`config.mk`:
```
export PLATFORM = sky130hd
export DESIGN_NAME = seg7_scan_ctrl
export DESIGN_NICKNAME = d
export VERILOG_FILES = /design/src/rtl/seg7_scan_ctrl.sv
export SDC_FILE = /design/constraint.sdc
export NUM_CORES = 1
export LEC_CHECK = 0
export CAP_MARGIN = 20
export CORE_MARGIN = 5
export CORE_UTILIZATION = 55
export DETAILED_ROUTE_END_ITERATION = 8
export PLACE_DENSITY = 0.79
export REMOVE_ABC_BUFFERS = 1
export SETUP_SLACK_MARGIN = 0.4
export SKIP_LAST_GASP = 1
export SYNTH_ARGS = -nofsm -noshare
export SYNTH_HDL_FRONTEND = slang
export SYNTH_SLANG_ARGS = --single-unit
```
`constraint.sdc`:
```
create_clock -name clk -period 5.95 [get_ports clk]
set_clock_uncertainty 0.05 [all_clocks]
set_input_delay 1.19 -clock clk [delete_from_list [all_inputs] [get_ports clk]]
set_output_delay 1.19 -clock clk [all_outputs]
set_load 0.01 [all_outputs]
```
`src/rtl/seg7_scan_ctrl.sv`:
```
// Four-digit 7-segment scan controller: double-buffered digits,
// per-slot blanking dead-time, leading-zero suppression.
module seg7_scan_ctrl #(
    parameter int CLK_DIV   = 50000,
    parameter int BLANK_CYC = 16
) (
    input  logic        clk,
    input  logic        rst,
    input  logic [15:0] bcd_in,
    input  logic [3:0]  dp_in,
    input  logic        lzb_en,
    input  logic        load,
    output logic [3:0]  sel,
    output logic [7:0]  dig,
    output logic        frame_done
);

    localparam int CW = (CLK_DIV > 1) ? $clog2(CLK_DIV) : 1;
    localparam logic [CW-1:0] CNT_LAST = CW'(CLK_DIV - 1);
    localparam logic [CW-1:0] CNT_DRV  = CW'(BLANK_CYC);

    logic [15:0]   r_st_bcd;
    logic [3:0]    r_st_dp;
    logic          r_pend;
    logic [15:0]   r_sh_bcd;
    logic [3:0]    r_sh_dp;
    logic [1:0]    r_slot;
    logic [CW-1:0] r_cnt;
    logic          r_run;
    logic [3:0]    r_sel;
    logic [7:0]    r_dig;
    logic          r_frame_done;

    logic [3:0]    w_digit [4];
    logic [3:0]    w_zero;
    logic [3:0]    w_lzb_mask;
    logic [3:0]    w_nib;
    logic          w_drive;
    logic          w_wrap;
    logic          w_boundary;
    logic [7:0]    w_seg;
    logic [3:0]    w_sel;
    logic [7:0]    w_dig;

    function automatic logic [7:0] seg_decode(input logic [3:0] nib);
        logic [7:0] seg;
        case (nib)
            4'd0:    seg = 8'hFC;
            4'd1:    seg = 8'h60;
            4'd2:    seg = 8'hDA;
            4'd3:    seg = 8'hF2;
            4'd4:    seg = 8'h66;
            4'd5:    seg = 8'hB6;
            4'd6:    seg = 8'hBE;
            4'd7:    seg = 8'hE0;
            4'd8:    seg = 8'hFE;
            4'd9:    seg = 8'hF6;
            default: seg = 8'h02;
        endcase
        return seg;
    endfunction

    // The internal count runs one edge ahead of the registered outputs,
    // so the first edge out of reset still shows count 0.
    always_comb begin
        w_wrap     = (r_cnt == CNT_LAST);
        w_drive    = (r_cnt >= CNT_DRV);
        w_boundary = r_run && (r_slot == 2'd0) && (r_cnt == '0);
    end

    always_comb begin
        w_digit[0] = r_sh_bcd[3:0];
        w_digit[1] = r_sh_bcd[7:4];
        w_digit[2] = r_sh_bcd[11:8];
        w_digit[3] = r_sh_bcd[15:12];
        for (int i = 0; i < 4; i++) begin
            w_zero[i] = (w_digit[i] == 4'd0);
        end
        w_lzb_mask[0] = 1'b0;
        w_lzb_mask[1] = lzb_en & w_zero[3] & w_zero[2] & w_zero[1];
        w_lzb_mask[2] = lzb_en & w_zero[3] & w_zero[2];
        w_lzb_mask[3] = lzb_en & w_zero[3];
        w_nib = w_digit[r_slot];
    end

    always_comb begin
        w_seg = seg_decode(w_nib);
        if (w_lzb_mask[r_slot]) begin
            w_seg[7:1] = 7'd0;
        end
        w_seg[0] = r_sh_dp[r_slot];
        w_sel = 4'b1111;
        w_dig = 8'h00;
        if (w_drive) begin
            w_sel[r_slot] = 1'b0;
            w_dig         = w_seg;
        end
    end

    always_ff @(posedge clk) begin
        if (rst) begin
            r_slot <= 2'd0;
            r_cnt  <= '0;
            r_run  <= 1'b0;
        end else begin
            r_run <= 1'b1;
            if (w_wrap) begin
                r_cnt  <= '0;
                r_slot <= r_slot + 2'd1;
            end else begin
                r_cnt  <= r_cnt + 1'b1;
            end
        end
    end

    // A load on the boundary edge wins over the clear of pending.
    always_ff @(posedge clk) begin
        if (rst) begin
            r_st_bcd <= 16'd0;
            r_st_dp  <= 4'd0;
            r_pend   <= 1'b0;
            r_sh_bcd <= 16'd0;
            r_sh_dp  <= 4'd0;
        end else begin
            if (w_boundary && r_pend) begin
                r_sh_bcd <= r_st_bcd;
                r_sh_dp  <= r_st_dp;
            end
            if (load) begin
                r_st_bcd <= bcd_in;
                r_st_dp  <= dp_in;
                r_pend   <= 1'b1;
            end else if (w_boundary) begin
                r_pend   <= 1'b0;
            end
        end
    end

    always_ff @(posedge clk) begin
        if (rst) begin
            r_sel        <= 4'b1111;
            r_dig        <= 8'h00;
            r_frame_done <= 1'b0;
        end else begin
            r_sel        <= w_sel;
            r_dig        <= w_dig;
            r_frame_done <= w_boundary;
        end
    end

    assign sel        = r_sel;
    assign dig        = r_dig;
    assign frame_done = r_frame_done;

endmodule

```
==> results of run 1 <==
-- cell type report --
type | instances | share of cell area
inverter | 12 | 0.0119
tap | 72 | 0.0238
multi-input combinational | 229 | 0.415
clock inverter | 5 | 0.0205
clock buffer | 11 | 0.0400
sequential | 73 | 0.386
timing repair buffer | 40 | 0.103
-- registers in the layout, indices dropped and copies added, names as in the netlist --
name        flops
r_pend          1
r_st_bcd       16
r_cnt          16
frame_done      1
dig             8
r_slot          2
r_sh_bcd       16
sel             4
r_st_dp         4
r_sh_dp         4
r_run           1
-- Yosys cell counts, types with 2 or more instances --
master    instances  share of area
or3_1             2         0.0039
nor4_1            4         0.0079
and3_1            5         0.0098
nand3_1           8          0.013
o21ai_0           7          0.011
buf_1             2         0.0024
a21oi_1          10          0.016
nand2_1          51          0.060
mux4_2            3          0.021
ha_1             12          0.047
and4_1            3         0.0082
mux4_1            2          0.016
inv_1            11          0.013
and2b_2           2         0.0055
buf_4             2         0.0047
xor2_1            6          0.016
buf_6             2         0.0071
mux2i_1          41           0.13
nand4_1           8          0.016
xnor2_1           5          0.014
nor2_1           38          0.045
nor3_1            9          0.014
clkbuf_1          9          0.011
dfxtp_1          73           0.46
-- layer usage --
metal / share of wire / vias up
met1: 0.46 / 1070
li1: - / 1199
met4: 0.024 / 0
met3: 0.052 / 13
met2: 0.47 / 53
met5: 0 / -
-- where the power goes --
part / leakage (nW) / internal (W) / switching [W] / total, W
clock: 0.115 / 0.000257 / 0.000176 / 0.000434
sequential: 0.594 / 0.000501 / 0.00000753 / 0.000509
combinational: 0.732 / 0.0000336 / 0.0000304 / 0.0000640
-- final timing paths --
path / from / to
setup / recovery: rst / dig[4]
hold / removal: r_cnt[0] / r_cnt[0]
setup reg to reg: r_cnt[13] / r_sh_bcd[8]
hold reg to reg: r_cnt[0] / r_cnt[0]
-- critical path, delay by kind of cell --
family / cells / cell delay, ns
compound gates: 1 / 0.39
buf+inv: 4 / 1.05
simple gates: 1 / 0.30
-- stage by stage --
stage | cell area (µm²) | util | hold slack [ns] | power (W) | worst slack [ns]
final | 3780 | 0.679 | 0.410 | 0.00101 | 3.18
after global placement | 3560 | 0.638 | 0.389 | 0.000582 | 2.88
after detailed placement | 3560 | 0.638 | 0.397 | 0.000585 | 2.82
after CTS | 3780 | 0.679 | 0.415 | 0.00101 | 3.18
after floorplan | 3070 | - | 0.376 | 0.000553 | 2.61
after global routing | 3780 | 0.679 | 0.422 | 0.00105 | 3.07
-- cell families after synthesis --
family | share of synthesized area
buffers and inverters | 0.0506
AOI/OAI and AO/OA | 0.0408
adders and majority gates | 0.0471
and+or+nand+nor | 0.203
muxes | 0.170
xor gates and xnor gates | 0.0302
DFF | 0.459
==> run summary, run 1 <==
status: finished, final reports clean
Fmax: 362 MHz
worst hold path type: reg2reg
GRT met1 Usage: 0.209
WL/cell: 13.1 µm
Worst Path Required: 6.14 ns
Rows: 27
Post-synth EDFFs: 0
Final Cycle Share: 0.465
Max Cap Viol: 0
Worst path max stage delay: 0.39 ns
vias: 2335
Post-DRT Antenna Nets: 0
Max clock buf depth: 2
gpl congestion: 0.817
most crowded layer after global routing: met2
Slowest-stage cell, CP: clkdlybuf4s50_1
Max VDD drop: 0.181 mV
CTS Sinks: 73
Critical Path Most Common Cell: buf_4
most common cell after layout, fill and taps aside: dfxtp_1
Worst-Margin Slew: 1.01 ns
Root Buffer: clkbuf_8
synth warn: 0
crit path max fanout: 44
post-cts repair resize count: 0
Register Area: 1460 µm²
asr flop ratio synth: 0
Slew Limit Fails: 0
multi-input logic area: 1570 µm²
RSZ-0062 raised after global routing: false
nets: 401
DRC viols: 0
WS Path Type: in2reg
post-CTS setup buffer count: 0
Die Area: 7420 µm²
CTS tree: done
Placed Cells: 426
endpoints failing setup: 0
post-synthesis cell count: 331
Die H: 86.1 µm
Pre-antenna DRT Iters: 4
Synth cell types: 40
clk slew on worst S/H paths: 0.07 ns
Syn Area/Cell: 9.63 µm²
Crit. End Element: flip-flop
CTS Hold Bufs: 0
Finished Layout Cells: 442
PwrDens: 266 nW/µm²
CP Launch Type: input port
largest net degree at the start of global routing: 45
vias per cell: 5.28
# IOs: 37
clk_lat worst skew: 0.34 ns
Core Area: 5570 µm²
R2R depth: 5
ant diodes: 0
TritonCTS Buffers: 9
R2R Setup Slk: 3.47 ns
commonest cells after routing, fill and taps aside: dfxtp_1 (73), nand2_1 (51), mux2i_1 (41)
Hold Vio Cnt, Final: 0
register area share after synthesis: 0.459
final wirelength: 5800 µm
Post-DP HPWL: 4070 µm
PortBufs: 36
total congestion overflow: 0
Primary FF master, synth: dfxtp_1
LEAKAGE: 1.44 nW
crit-path cells: clkdlybuf4s50_1 > buf_4 > clkinv_1 > buf_4 > nand2_1 > a2111oi_2
min Tclk post-route: 2.77 ns
Post-Syn Area: 3190 µm²
die width: 86.1 µm
hold depth: 1
initial DRC count: 113
Worst EP arrival: 2.95 ns
met2 Usage GRT: 0.273
Synth Register Bits: 73
share of cells above drive strength 1: 0.0892
vias in the first global route: 2222
setup TNS: 0 ns
H-Tree Level Count: 3
initial core utilization: 0.572
Area growth, synth to finish: 18.8%
fillers: 445
initial antenna violation count: 0
Slew headroom: 0.321
first-pass GRT wire length: 9930 µm
GRT Total Usage: 0.167
met3 GRT Util: 0.0327
No activity file was read; power rests on OpenSTA's default activity.
==> run 2, diff against run 1 <==
==> constraint.sdc (replaced) <==
create_clock -name clk -period 2.8 [get_ports clk]
set_clock_uncertainty 0.05 [all_clocks]
set_input_delay 0.56 -clock clk [delete_from_list [all_inputs] [get_ports clk]]
set_output_delay 0.56 -clock clk [all_outputs]
set_load 0.01 [all_outputs]
==> run 2 against run 1 <==
Compared with the run above: first-iteration DRC count is 66% higher; hold slack about the same; via count is 1.3% higher; wire length up 5.5%; non-clock buffer count grew 2; global-route usage grew 0.67 points; sequential share of layout area up 0.064 points; utilization fell by 0.11 points; register-to-register slack got worse by 2.9 ns; critical path type is now reg2reg; critical endpoint unchanged; highest routed layer unchanged.
==> run summary, run 2 (synthesized netlist as in run 1, its figures left out) <==
status: finished, final reports clean (unchanged)
Comb pwr share: 0.067 (was 0.064)
GRT Total Usage: 0.174 (was 0.167)
crit-path cells: mux4_1 > inv_1 > ha_1 > nand2_1 > a2111oi_2 (was clkdlybuf4s50_1 > buf_4 > clkinv_1 > buf_4 > nand2_1 > a2111oi_2)
vias per cell: 5.34 (was 5.28)
TritonCTS Buffers: 9 (unchanged)
CP Launch Type: flip-flop (was input port)
total congestion overflow: 0 (unchanged)
Post-Place Cell Area: 3570 µm² (was 3560 µm²)
worst setup path startpoint: r_slot[0] (was rst)
gpl congestion: 0.815 (was 0.817)
final wirelength: 6120 µm (was 5800 µm)
die width: 86.1 µm (unchanged)
Hold Crit Start: r_st_bcd[0] (was r_cnt[0])
share of cells above drive strength 1: 0.0916 (was 0.0892)
Design Area, Final: 3780 µm² (about the same)
Max VDD drop: 0.396 mV (was 0.181 mV)
Final WS setup: 0.619 ns (was 3.18 ns)
dpl ws: 0.627 ns (was 2.82 ns)
Clk pwr share: 0.415 (was 0.431)
vias in the first global route: 2184 (was 2222)
Die Area: 7420 µm² (unchanged)
Critical R2R Launch: r_slot[0] (was r_cnt[13])
initial antenna violation count: 0 (unchanged)
CTS tree: done (unchanged)
internal power: 0.00163 W (was 0.000793 W)
PortBufs: 36 (unchanged)
Crit. End Element: flip-flop (unchanged)
clk slew on worst S/H paths: 0.07 ns (about the same)
Flop pwr share: 0.518 (was 0.506)
Slowest-stage cell, CP: mux4_1 (was clkdlybuf4s50_1)
Core Area: 5570 µm² (unchanged)
Rows: 27 (unchanged)
Worst Path Required: 2.99 ns (was 6.14 ns)
setup TNS: 0 ns (unchanged)
post-cts repair resize count: 0 (unchanged)
Max Cap Viol: 0 (unchanged)
crit path max fanout: 11 (was 44)
H-Tree Level Count: 3 (unchanged)
CTS Sinks: 73 (unchanged)
min Tclk post-route: 2.18 ns
largest registers: r_cnt (16), r_sh_bcd (16), r_st_bcd (16) (unchanged)
nets: 403 (was 401)
Worst EP arrival: 2.37 ns (was 2.95 ns)
Slew headroom: 0.512 (was 0.321)
Die H: 86.1 µm (unchanged)
initial core utilization: 0.572 (unchanged)
Final Cycle Share: 0.779
initial DRC count: 188 (was 113)
Worst-Margin Slew: 0.732 ns (was 1.01 ns)
Root Buffer: clkbuf_8 (unchanged)
worst hold path type: reg2reg (unchanged)
CTS Hold Bufs: 0 (unchanged)
endpoints failing setup: 0 (unchanged)
WS Path Type: reg2reg (was in2reg)
first-pass GRT wire length: 10200 µm (was 9930 µm)
Pre-antenna DRT Iters: 4 (unchanged)
RSZ-0062 raised after global routing: false (unchanged)
Sw Ratio: 0.218 (was 0.213)
Slew Limit Fails: 0 (unchanged)
DRC viols: 0 (unchanged)
commonest cells after routing, fill and taps aside: dfxtp_1 (73), nand2_1 (51), mux2i_1 (41) (unchanged)
# IOs: 37 (unchanged)
fin util: 0.678 (was 0.679)
post-CTS setup buffer count: 0 (unchanged)
WL/cell: 13.8 µm (was 13.1 µm)
PwrDens: 553 nW/µm² (was 266 nW/µm²)
Fmax: 459 MHz
Hold Vio Cnt, Final: 0 (unchanged)
vias: 2365 (was 2335)
LEAKAGE: 1.44 nW (about the same)
Post-DRT Antenna Nets: 0 (unchanged)
Psw: 0.000456 W (was 0.000214 W)
most common cell after layout, fill and taps aside: dfxtp_1 (unchanged)
Post-DP HPWL: 4260 µm (was 4070 µm)
Max clock buf depth: 2 (unchanged)
Worst path max stage delay: 0.67 ns (was 0.39 ns)
ant diodes: 0 (unchanged)
clk_lat worst skew: 0.34 ns (about the same)
Area growth, synth to finish: 18.6% (was 18.8%)
largest net degree at the start of global routing: 26 (was 45)
==> run 2: cell count changes in the layout (fill, tap and decap cells not counted) <==
cell,change
buf_4,+2
clkbuf_8,-2
clkinv_2,+1
clkinv_4,+1
clkinvlp_4,-1
==> run 2: cell type report <==
class / instances / area (µm²)
Clock buffer: 9 / 124
Tap cell: 72 / 90.1
Clock inverter: 6 / 83.8
Multi-Input combinational cell: 229 / 1570
Fill cell: 450 / 1800
Sequential cell: 73 / 1460
Inverter: 12 / 45.0
Timing Repair Buffer: 42 / 405
==> run 2: layer usage <==
metal	global-route usage	share of wire	wire length (µm)
met5	0	0	0
met4	0.0518	0.0096	59
met2	0.269	0.47	2870
met1	0.234	0.47	2860
met3	0.0528	0.054	328
==> run 2: power groups by stage <==
stage / sequential, W / clock [W] / combinational (W)
floorplan: 0.00110 / 0 / 0.0000737
global placement: 0.00110 / 0 / 0.000135
detailed placement: 0.00111 / 0 / 0.000139
CTS: 0.00108 / 0.000879 / 0.000140
global route: 0.00109 / 0.000931 / 0.000153
finish: 0.00108 / 0.000867 / 0.000139
==> run 2: critical path, delay by kind of cell, from the launching register on <==
family	cells	cell delay [ns]
compound gates	1	0.33
fa+ha+maj	1	0.18
buf+inv	1	0.16
flops	1	0.62
mux	1	0.67
simple gates	1	0.07
==> run 2: stage by stage <==
stage	hold WS, ns	total power (W)	std cells
finish	0.410	0.00209	443
CTS	0.414	0.00210	443
floorplan	0.376	0.00118	314
detailed placement	0.399	0.00125	428
global route	0.426	0.00217	443
global placement	0.393	0.00124	428
==> run 2: final timing paths <==
kind	end	slack, ns	depth (start not counted)
setup reg to reg	dig[4]	0.62	5
setup / recovery	dig[4]	0.62	5
hold reg to reg	r_sh_bcd[0]	0.41	2
hold / removal	r_sh_bcd[0]	0.41	2
==> run 3, diff against run 2 <==
==> constraint.sdc (replaced) <==
create_clock -name clk -period 2.2 [get_ports clk]
set_clock_uncertainty 0.05 [all_clocks]
set_input_delay 0.44 -clock clk [delete_from_list [all_inputs] [get_ports clk]]
set_output_delay 0.44 -clock clk [all_outputs]
set_load 0.01 [all_outputs]
==> run 3 against run 2 <==
Compared with the run above: hold slack lost 0.018 ns; die area is the same; power increased by 19%; utilization grew 4.3 points; final cell count increased by 3.8%; worst setup slack got worse by 0.27 ns; critical path depth unchanged; wire length increased by 8.3%; flip-flop and latch count unchanged; count of clock-buffer cells in the layout grew 2; sequential power rose by 27%; clock power is 5.4% higher; critical path type unchanged; largest cell class unchanged; highest routed layer unchanged.
==> run summary, run 3 (synthesized netlist as in run 1, its figures left out) <==
Crit. End Element: flip-flop (unchanged)
RSZ-0062 raised after global routing: true (was false)
Core Area: 5570 µm² (unchanged)
Hold Vio Cnt, Final: 0 (unchanged)
status: finished, final reports clean (unchanged)
clk_lat worst skew: 0.35 ns (was 0.34 ns)
share of cells above drive strength 1: 0.191 (was 0.0916)
most common cell after layout, fill and taps aside: dfxtp_1 (unchanged)
setup TNS: 0 ns (unchanged)
nets: 419 (was 403)
R2R depth: 5 (unchanged)
initial DRC count: 112 (was 188)
fin util: 0.721 (was 0.678)
CTS Sinks: 73 (unchanged)
Post-DRT Antenna Nets: 0 (unchanged)
vias per cell: 5.41 (was 5.34)
crit path max fanout: 5 (was 11)
Finished Layout Cells: 460 (was 443)
total congestion overflow: 0 (unchanged)
Pre-antenna DRT Iters: 4 (unchanged)
Max Cap Viol: 0 (unchanged)
Register Area: 1470 µm² (was 1460 µm²)
Max clock buf depth: 2 (unchanged)
largest net degree at the start of global routing: 26 (unchanged)
LEAKAGE: 1.53 nW (was 1.44 nW)
min Tclk post-route: 1.85 ns (was 2.18 ns)
Area growth, synth to finish: 26.1% (was 18.6%)
CTS tree: done (unchanged)
gpl congestion: 0.837 (was 0.815)
Worst path max stage delay: 0.59 ns (was 0.67 ns)
vias: 2487 (was 2365)
GRT Total Usage: 0.174 (about the same)
WS Path Type: reg2reg (unchanged)
ant diodes: 0 (unchanged)
Rows: 27 (unchanged)
Fmax: 540 MHz (was 459 MHz)
# IOs: 37 (unchanged)
Placed Cells: 432 (was 428)
PwrDens: 619 nW/µm² (was 553 nW/µm²)
largest registers: r_cnt (16), r_sh_bcd (16), r_st_bcd (16) (unchanged)
WP depth: 5 (unchanged)
Slew headroom: 0.708 (was 0.512)
TritonCTS Buffers: 9 (unchanged)
Post-DP HPWL: 4220 µm (was 4260 µm)
Final WS setup: 0.347 ns (was 0.619 ns)
CP Buf/Inv Count: 0 (was 1)
first-pass GRT wire length: 10400 µm (was 10200 µm)
Final Cycle Share: 0.842 (was 0.779)
WL/cell: 14.4 µm (was 13.8 µm)
initial core utilization: 0.572 (unchanged)
commonest cells after routing, fill and taps aside: dfxtp_1 (69), nand2_1 (51), mux2i_1 (40) (was dfxtp_1 (73), nand2_1 (51), mux2i_1 (41))
hold depth: 1 (was 2)
crit-path cells: mux4_2 > ha_2 > and2b_2 > mux2_2 > nor3_2 (was mux4_1 > inv_1 > ha_1 > nand2_1 > a2111oi_2)
worst hold path type: reg2reg (unchanged)
Die H: 86.1 µm (unchanged)
Max VDD drop: 0.500 mV (was 0.396 mV)
vias in the first global route: 2251 (was 2184)
clk slew on worst S/H paths: 0.07 ns (about the same)
Slew Limit Fails: 0 (unchanged)
Worst EP arrival: 2.08 ns (was 2.37 ns)
H-Tree Level Count: 3 (unchanged)
Worst Path Required: 2.42 ns (was 2.99 ns)
dpl ws: 0.268 ns (was 0.627 ns)
Die Area: 7420 µm² (unchanged)
die width: 86.1 µm (unchanged)
final wirelength: 6630 µm (was 6120 µm)
endpoints failing setup: 0 (unchanged)
DRC viols: 0 (unchanged)
initial antenna violation count: 0 (unchanged)
PortBufs: 36 (unchanged)
CP Launch Type: flip-flop (unchanged)
multi-input logic area: 1660 µm² (was 1570 µm²)
Root Buffer: clkbuf_8 (unchanged)
Worst-Margin Slew: 0.434 ns (was 0.732 ns)
Slowest-stage cell, CP: mux4_2 (was mux4_1)
crit-path leading delay family: multiplexers (unchanged)
fillers: 440 (was 450)
run 3: cell count changes in the layout (fill, tap and decap cells not counted), moves of 3 or more:
cell     previous run  this run
buf_4               6        16
buf_6               0         4
dfxtp_1            73        69
ha_1               12         5
ha_2                0         4
ha_4                0         3
inv_1              11         7
nor2_1             38        35
nor2_2              0         3
run 3: metal layers:
layer	GRT usage	wire length [µm]	up-vias	share of wire
met4	0.0863	177	0	0.027
met5	0	0	-	0
met2	0.271	3180	59	0.48
li1	-	-	1240	-
met3	0.0403	321	18	0.048
met1	0.226	2950	1170	0.45
run 3: worst register-to-register path: stages (launching register included):
cell	delay, ns
dfxtp_4	0.38
mux4_2	0.59
ha_2	0.21
and2b_2	0.18
mux2_2	0.27
nor3_2	0.10
run 3: through the flow:
step | area, µm² | hold WS, ns | power [W]
global route | 4020 | 0.415 | 0.00260
floorplan | 3070 | 0.376 | 0.00150
CTS | 3840 | 0.412 | 0.00250
finish | 4020 | 0.392 | 0.00249
global placement | 3610 | 0.393 | 0.00158
detailed placement | 3610 | 0.400 | 0.00159
run 3: layout make-up:
cell class / instances / area share
multi-input cells: 229 / 0.414
flip-flops and latches: 73 / 0.366
repair buffers: 58 / 0.142
clock buffers: 11 / 0.0352
well taps: 72 / 0.0224
inverters: 12 / 0.0125
clock inverters: 5 / 0.00778
run 3: final timing paths:
| kind | from | endpoint | slack (ns) |
|---|---|---|---|
| worst min-delay path | r_cnt[0] | r_cnt[0] | 0.39 |
| worst max-delay path | r_slot[0] | dig[5] | 0.35 |
| worst min register to register | r_cnt[0] | r_cnt[0] | 0.39 |
| worst max register to register | r_slot[0] | dig[5] | 0.35 |
run 3: where the power goes:
group          switching (W)  leakage [nW]  internal, W  total (W)
Clock               0.000479        0.0891     0.000436   0.000914
Combinational      0.0000917         0.844     0.000108   0.000200
Sequential         0.0000209         0.596      0.00135    0.00137
Total               0.000591          1.53      0.00190    0.00249
run 3: timing repair:
item,CTS,global route
hold buffers,0,0
pin swaps,3,15
buffers inserted,5,6
gates cloned,0,1
setup endpoints to repair,23,34
gates resized for setup,8,29
